--- src/rtl/stack_op_issuer.sv ---
// rtl/stack_op_issuer.sv - decodes stack instructions into register_stack commands
// Tracks depth, rejects under/overflow, and runs a shift-add MUL over WIDTH cycles.
module stack_op_issuer #(
  parameter int DEPTH = 16,
  parameter int WIDTH = 16
) (
  input  logic             CLK,
  input  logic             Reset,
  input  logic             in_valid,
  output logic             in_ready,
  input  logic [3:0]       in_op,
  input  logic [WIDTH-1:0] in_imm,
  input  logic [WIDTH-1:0] a,
  input  logic [WIDTH-1:0] b,
  output logic [2:0]       stackOP,
  output logic [WIDTH-1:0] w,
  output logic [4:0]       depth,
  output logic             busy,
  output logic             err
);
  localparam int CW = $clog2(WIDTH);

  typedef enum logic [1:0] {IDLE, MUL_RUN, MUL_WB} state_t;

  state_t           state_q, state_d;
  logic [4:0]       depth_q, depth_d;
  logic             err_q, err_d;
  logic [WIDTH-1:0] acc_q, acc_d;
  logic [WIDTH-1:0] mcand_q, mcand_d;
  logic [WIDTH-1:0] mplier_q, mplier_d;
  logic [CW-1:0]    count_q, count_d;

  logic [2:0]       op_code;
  logic [WIDTH-1:0] op_w;
  logic [1:0]       need;
  logic             up;
  logic [1:0]       down;
  logic             is_mul;
  logic [5:0]       depth_after;
  logic             legal;

  always_comb begin
    op_code = 3'd0;
    op_w    = '0;
    need    = 2'd0;
    up      = 1'b0;
    down    = 2'd0;
    is_mul  = 1'b0;
    case (in_op)
      4'd1:  begin op_code = 3'd1; op_w = in_imm; up = 1'b1; end
      4'd2:  begin op_code = 3'd2; op_w = b + a; need = 2'd2; down = 2'd1; end
      4'd3:  begin op_code = 3'd2; op_w = b - a; need = 2'd2; down = 2'd1; end
      4'd4:  begin op_code = 3'd2; op_w = b | a; need = 2'd2; down = 2'd1; end
      4'd5:  begin op_code = 3'd2; op_w = (b < a) ? WIDTH'(1) : '0; need = 2'd2; down = 2'd1; end
      4'd6:  begin op_code = 3'd3; need = 2'd1; down = 2'd1; end
      4'd7:  begin op_code = 3'd4; need = 2'd2; down = 2'd2; end
      4'd8:  begin op_code = 3'd5; need = 2'd2; end
      4'd9:  begin op_code = 3'd1; op_w = a; need = 2'd1; up = 1'b1; end
      4'd10: begin op_code = 3'd1; op_w = b; need = 2'd2; up = 1'b1; end
      4'd11: begin is_mul = 1'b1; need = 2'd2; down = 2'd1; end
      default: ;
    endcase
  end

  // Underflow check guards the subtraction, so a wrapped depth_after never matters.
  assign depth_after = {1'b0, depth_q} + {5'b0, up} - {4'b0, down};
  assign legal       = ({3'b0, need} <= depth_q) && (depth_after <= 6'(DEPTH));

  always_comb begin
    state_d  = state_q;
    depth_d  = depth_q;
    err_d    = err_q;
    acc_d    = acc_q;
    mcand_d  = mcand_q;
    mplier_d = mplier_q;
    count_d  = count_q;
    stackOP  = 3'd0;
    w        = '0;
    in_ready = 1'b0;
    busy     = 1'b0;
    case (state_q)
      IDLE: begin
        in_ready = !Reset;
        if (in_valid && !Reset) begin
          if (!legal) begin
            err_d = 1'b1;
          end else if (is_mul) begin
            mcand_d  = a;
            mplier_d = b;
            acc_d    = '0;
            count_d  = '0;
            state_d  = MUL_RUN;
          end else begin
            stackOP = op_code;
            w       = op_w;
            depth_d = depth_after[4:0];
          end
        end
      end
      MUL_RUN: begin
        busy = 1'b1;
        if (mplier_q[0]) acc_d = acc_q + mcand_q;
        mcand_d  = mcand_q << 1;
        mplier_d = mplier_q >> 1;
        count_d  = count_q + 1'b1;
        if (count_q == CW'(WIDTH - 1)) state_d = MUL_WB;
      end
      MUL_WB: begin
        busy    = 1'b1;
        stackOP = 3'd2;
        w       = acc_q;
        depth_d = depth_q - 5'd1;
        state_d = IDLE;
      end
      default: state_d = IDLE;
    endcase
  end

  always_ff @(posedge CLK or posedge Reset) begin
    if (Reset) begin
      state_q  <= IDLE;
      depth_q  <= '0;
      err_q    <= 1'b0;
      acc_q    <= '0;
      mcand_q  <= '0;
      mplier_q <= '0;
      count_q  <= '0;
    end else begin
      state_q  <= state_d;
      depth_q  <= depth_d;
      err_q    <= err_d;
      acc_q    <= acc_d;
      mcand_q  <= mcand_d;
      mplier_q <= mplier_d;
      count_q  <= count_d;
    end
  end

  assign depth = depth_q;
  assign err   = err_q;
endmodule

--- config.mk ---
export PLATFORM = sky130hd
export DESIGN_NAME = stack_op_issuer
export DESIGN_NICKNAME = d
export VERILOG_FILES = /design/src/rtl/stack_op_issuer.sv
export SDC_FILE = /design/constraint.sdc
export NUM_CORES = 1
export LEC_CHECK = 0
export BUFFER_PORTS_ARGS = -buffer_cell sky130_fd_sc_hd__buf_4
export CORE_MARGIN = 5
export CORE_UTILIZATION = 60
export CTS_CLUSTER_SIZE = 24
export DETAILED_ROUTE_END_ITERATION = 12
export HOLD_SLACK_MARGIN = 0.15
export MAX_ROUTING_LAYER = met4
export PLACE_DENSITY = 0.9
export RECOVER_POWER = 100
export SYNTH_ARGS = -nofsm -noshare
export SYNTH_HDL_FRONTEND = slang
export SYNTH_SLANG_ARGS = --single-unit
--- constraint.sdc ---
create_clock -name CLK -period 5.89 [get_ports CLK]
set_clock_uncertainty 0.1 [all_clocks]
set_input_delay 0.8835 -clock CLK [delete_from_list [all_inputs] [get_ports CLK]]
set_output_delay 0.8835 -clock CLK [all_outputs]
set_load 0.05 [all_outputs]
==> results.md <==
- CTS H-tree depth: 3
- Num Clock Sinks: 60
- Fin. Hold Viols: 0
- Share of flip-flops with an asynchronous set or reset: between 90% and 100%
- EDFF count, synth: 0
- Hold-fix buffers, CTS: 0
- Synth cell types: between 60 and 70
- Worst hold endpoint: mplier_q[10]
- Post-synthesis net count: 980
- Initial drt markers: slightly below 900
- Total Negative Setup Slacks: 0 ns
- Gr usage total: approximately a third
- Dpl hpwl: between 15,000 and 20,000 um
- Final wirelength: 20,800 um
- Failing checks: max-capacitance violations, max-slew violations
- Die area: roughly 13,000 sq um
- Most frequent cells in the layout: nand2_1, o21ai_0, ha_1
- Register bit total from synthesis: 60
- Worst Path Required: a little under 5 ns
- Final Cell Area: 7460 sq um
- Via/cell ratio: 6.55
- Maxcap violations: 1
- Setup CP Type: in2out
- Critical hold path startpoint: mplier_q[10]
- VDD IR max: ~0.00027 V
- Global route total overflow: 0
- Mapped Cells: 843
- Commonest non-fill, non-tap cell in the layout: nand2_1
- Largest net degree at the start of global routing: 62
- Final period utilization: ~95%
- RR Startpoint: depth[1]
- Worst Max-Slew Pin Slew: 3.27 ns
- Hold depth: 2
- Setup Fix Bufs, Post-CTS: 0
- Clock root buffer master: clkbuf_8
- Vias in the first global route: 6,484
- Slew HR: -118%
- WL per Instance: around 20 um
- Final Wtd Congestion: 1.03
- Syn avg cell area: slightly below 8 sq um
- Slowest stage delay, CP: 0.54 ns
- Initial antenna violation count: 0
- Routed Antenna Nets: 0
- Layout Nets: 1,037
- Crit path buf inv count: 3
- Outcome: finished with violations
- Post_cts resized: 0
- Instance area at placement: about 7300 sq um
- Slowest-stage cell, CP: a211o_2
- TritonRoute pass-1 iters: 5
- Initial Util: between 60% and 70%
- Setup crit start kind: input port
- Vias: about 6,800
- Final core occ: between 60% and 70%
- First-pass GRT wire length: roughly 33,000 um
- Seq/Total Area, Yosys: about 23%
- Tightest Hold Check Type: reg2reg
- Synth-to-Final Area Change: 13.4%
- Mapped Area: 6580 sq um
- Crit end category: output port
- FP Rows: 38
- Yosys warnings: 0
- CP top delay family: compound AO/OA/AOI/OAI gates
- R2R depth: 11
- Reg2Reg Setup Slack: between 1.5 and 2 ns
- Worst reg2reg endpoint: count_q[0]
- PortBufs: 81
- Final setup vio count: 0
- ANT cells: 0
- Max Freq: 178 MHz
- Max-slew violations: 61
- Minimum clock period: around 5.6 ns
- CTS tree: done
- Leak: between 3 and 4 nW
- Core area: about 11,000 sq um
- Crit path arrival time: around 4.6 ns
- Worst-path clk slew: approximately 0.07 ns
- Clk_lat worst skew: around 0.35 ns
- CTS Buffer Depth: 2
- I/O pin cnt: just over 80
- TritonCTS Buffers: 9
- RSZ-0062 raised after global routing: false
- Die X: ~110 um
- Pwr dens: about 380 nW/um^2
- Share of cells above drive strength 1: around 13%
- DRC: 0
- Synth Flop Type: dfrtp_1
- CP Cell Sequence: buf_4, nor2b_1, nand2_1, a21o_1, ha_1, inv_1, ha_1, fa_1, xor2_1, nor4b_2, mux2i_1, a2111oi_4, nand3_2, a211o_2, a32oi_2, buf_4
- CP max FO: 20
- Height of the die: ~110 um
[logic make-up (layout without fill, tap and decap cells)]
group / after synthesis / in the layout / synth area share [%]
compound gates: 272 / 272 / 27.2
xor+xnor: 31 / 31 / 4.13
fa+ha+maj: 82 / 82 / 16.0
buf+inv: 104 / 165 / 6.12
flops: 60 / 60 / 22.8
mux: 40 / 40 / 6.12
simple gates: 254 / 254 / 17.5
[final cells by class]
type,instances,area [sq um]
sequential,60,1500
tap,140,175
multi-input combinational,679,4700
fill,905,3330
timing repair buffer,92,632
clock inverter,3,68.8
clock buffer,12,165
inverter,58,218
[how the worst max path moves through the flow]
stage                 end  cells past startpoint  slack, ns      from
finish              w[14]                     16       0.28  in_op[1]
global route        w[11]                     16       0.01  in_op[1]
CTS                 w[14]                     16       0.10  in_op[1]
detailed placement  w[14]                     16       0.11  in_op[1]
global placement    w[11]                     16       0.21  in_op[1]
floorplan            w[0]                     16     -0.002  in_op[1]
[flip-flops by register name (all words and copies together), names as in the netlist]
register and flops:
acc_q 16, count_q 4, depth 5, err 1, mcand_q 16, mplier_q 16, state_q 2
[worst register-to-register path, cell delays in order, from the launching register on]
cell,delay (ns)
dfrtp_1,0.43
ha_1,0.36
fa_1,0.48
xor2_1,0.27
nor4_1,0.09
mux2i_1,0.23
a2111oi_4,0.12
clkbuf_1,0.22
a31oi_1,0.53
clkbuf_2,0.90
nor2_1,0.10
mux2_2,0.29
[metal layers]
layer / share of wire, % / GRT usage, %
met1: 40 / 44.8
met2: 43 / 48.5
met3: 12 / 5.37
met4: 5.4 / 15.5
met5: 0 / -
[synth_stat cells, types with 6 or more instances]
cell / instances / area share [%]
nor3_1: 15 / 1.1
inv_1: 58 / 3.3
a21oi_1: 51 / 3.9
a21o_1: 10 / 1.1
nor2_1: 59 / 3.4
clkbuf_1: 36 / 2.1
nand2b_1: 10 / 0.95
o22ai_1: 9 / 0.86
a22oi_1: 7 / 0.80
mux2i_1: 38 / 5.8
o21bai_1: 8 / 0.91
dfrtp_1: 60 / 23
xor2_1: 15 / 2.0
nand3_1: 12 / 0.91
a221oi_1: 8 / 1.1
xnor2_1: 16 / 2.1
nand2_1: 112 / 6.4
o31ai_1: 10 / 1.1
a31oi_1: 8 / 0.76
ha_1: 78 / 15
nor2b_1: 14 / 1.3
a211oi_1: 14 / 1.6
o21ai_0: 86 / 6.5
o211ai_1: 6 / 0.68
[stage by stage]
step / instances / power, W / hold slack (ns) / setup WS, ns
final: 1044 / 0.00284 / 0.386 / 0.279
after global placement: 1029 / 0.00236 / 0.345 / 0.210
after global routing: 1044 / 0.00306 / 0.411 / 0.0100
after detailed placement: 1029 / 0.00241 / 0.373 / 0.106
after floorplan: 843 / 0.00198 / 0.350 / -0.00173
after CTS: 1044 / 0.00288 / 0.390 / 0.102
[power by group]
group / switching, W / leakage [nW] / total (W) / internal [W]
Combinational: 0.00102 / 2.56 / 0.00164 / 0.000615
Sequential: 0.000158 / 0.759 / 0.000748 / 0.000589
Clock: 0.000181 / 0.119 / 0.000453 / 0.000272
No activity file was read; power rests on OpenSTA's default activity.
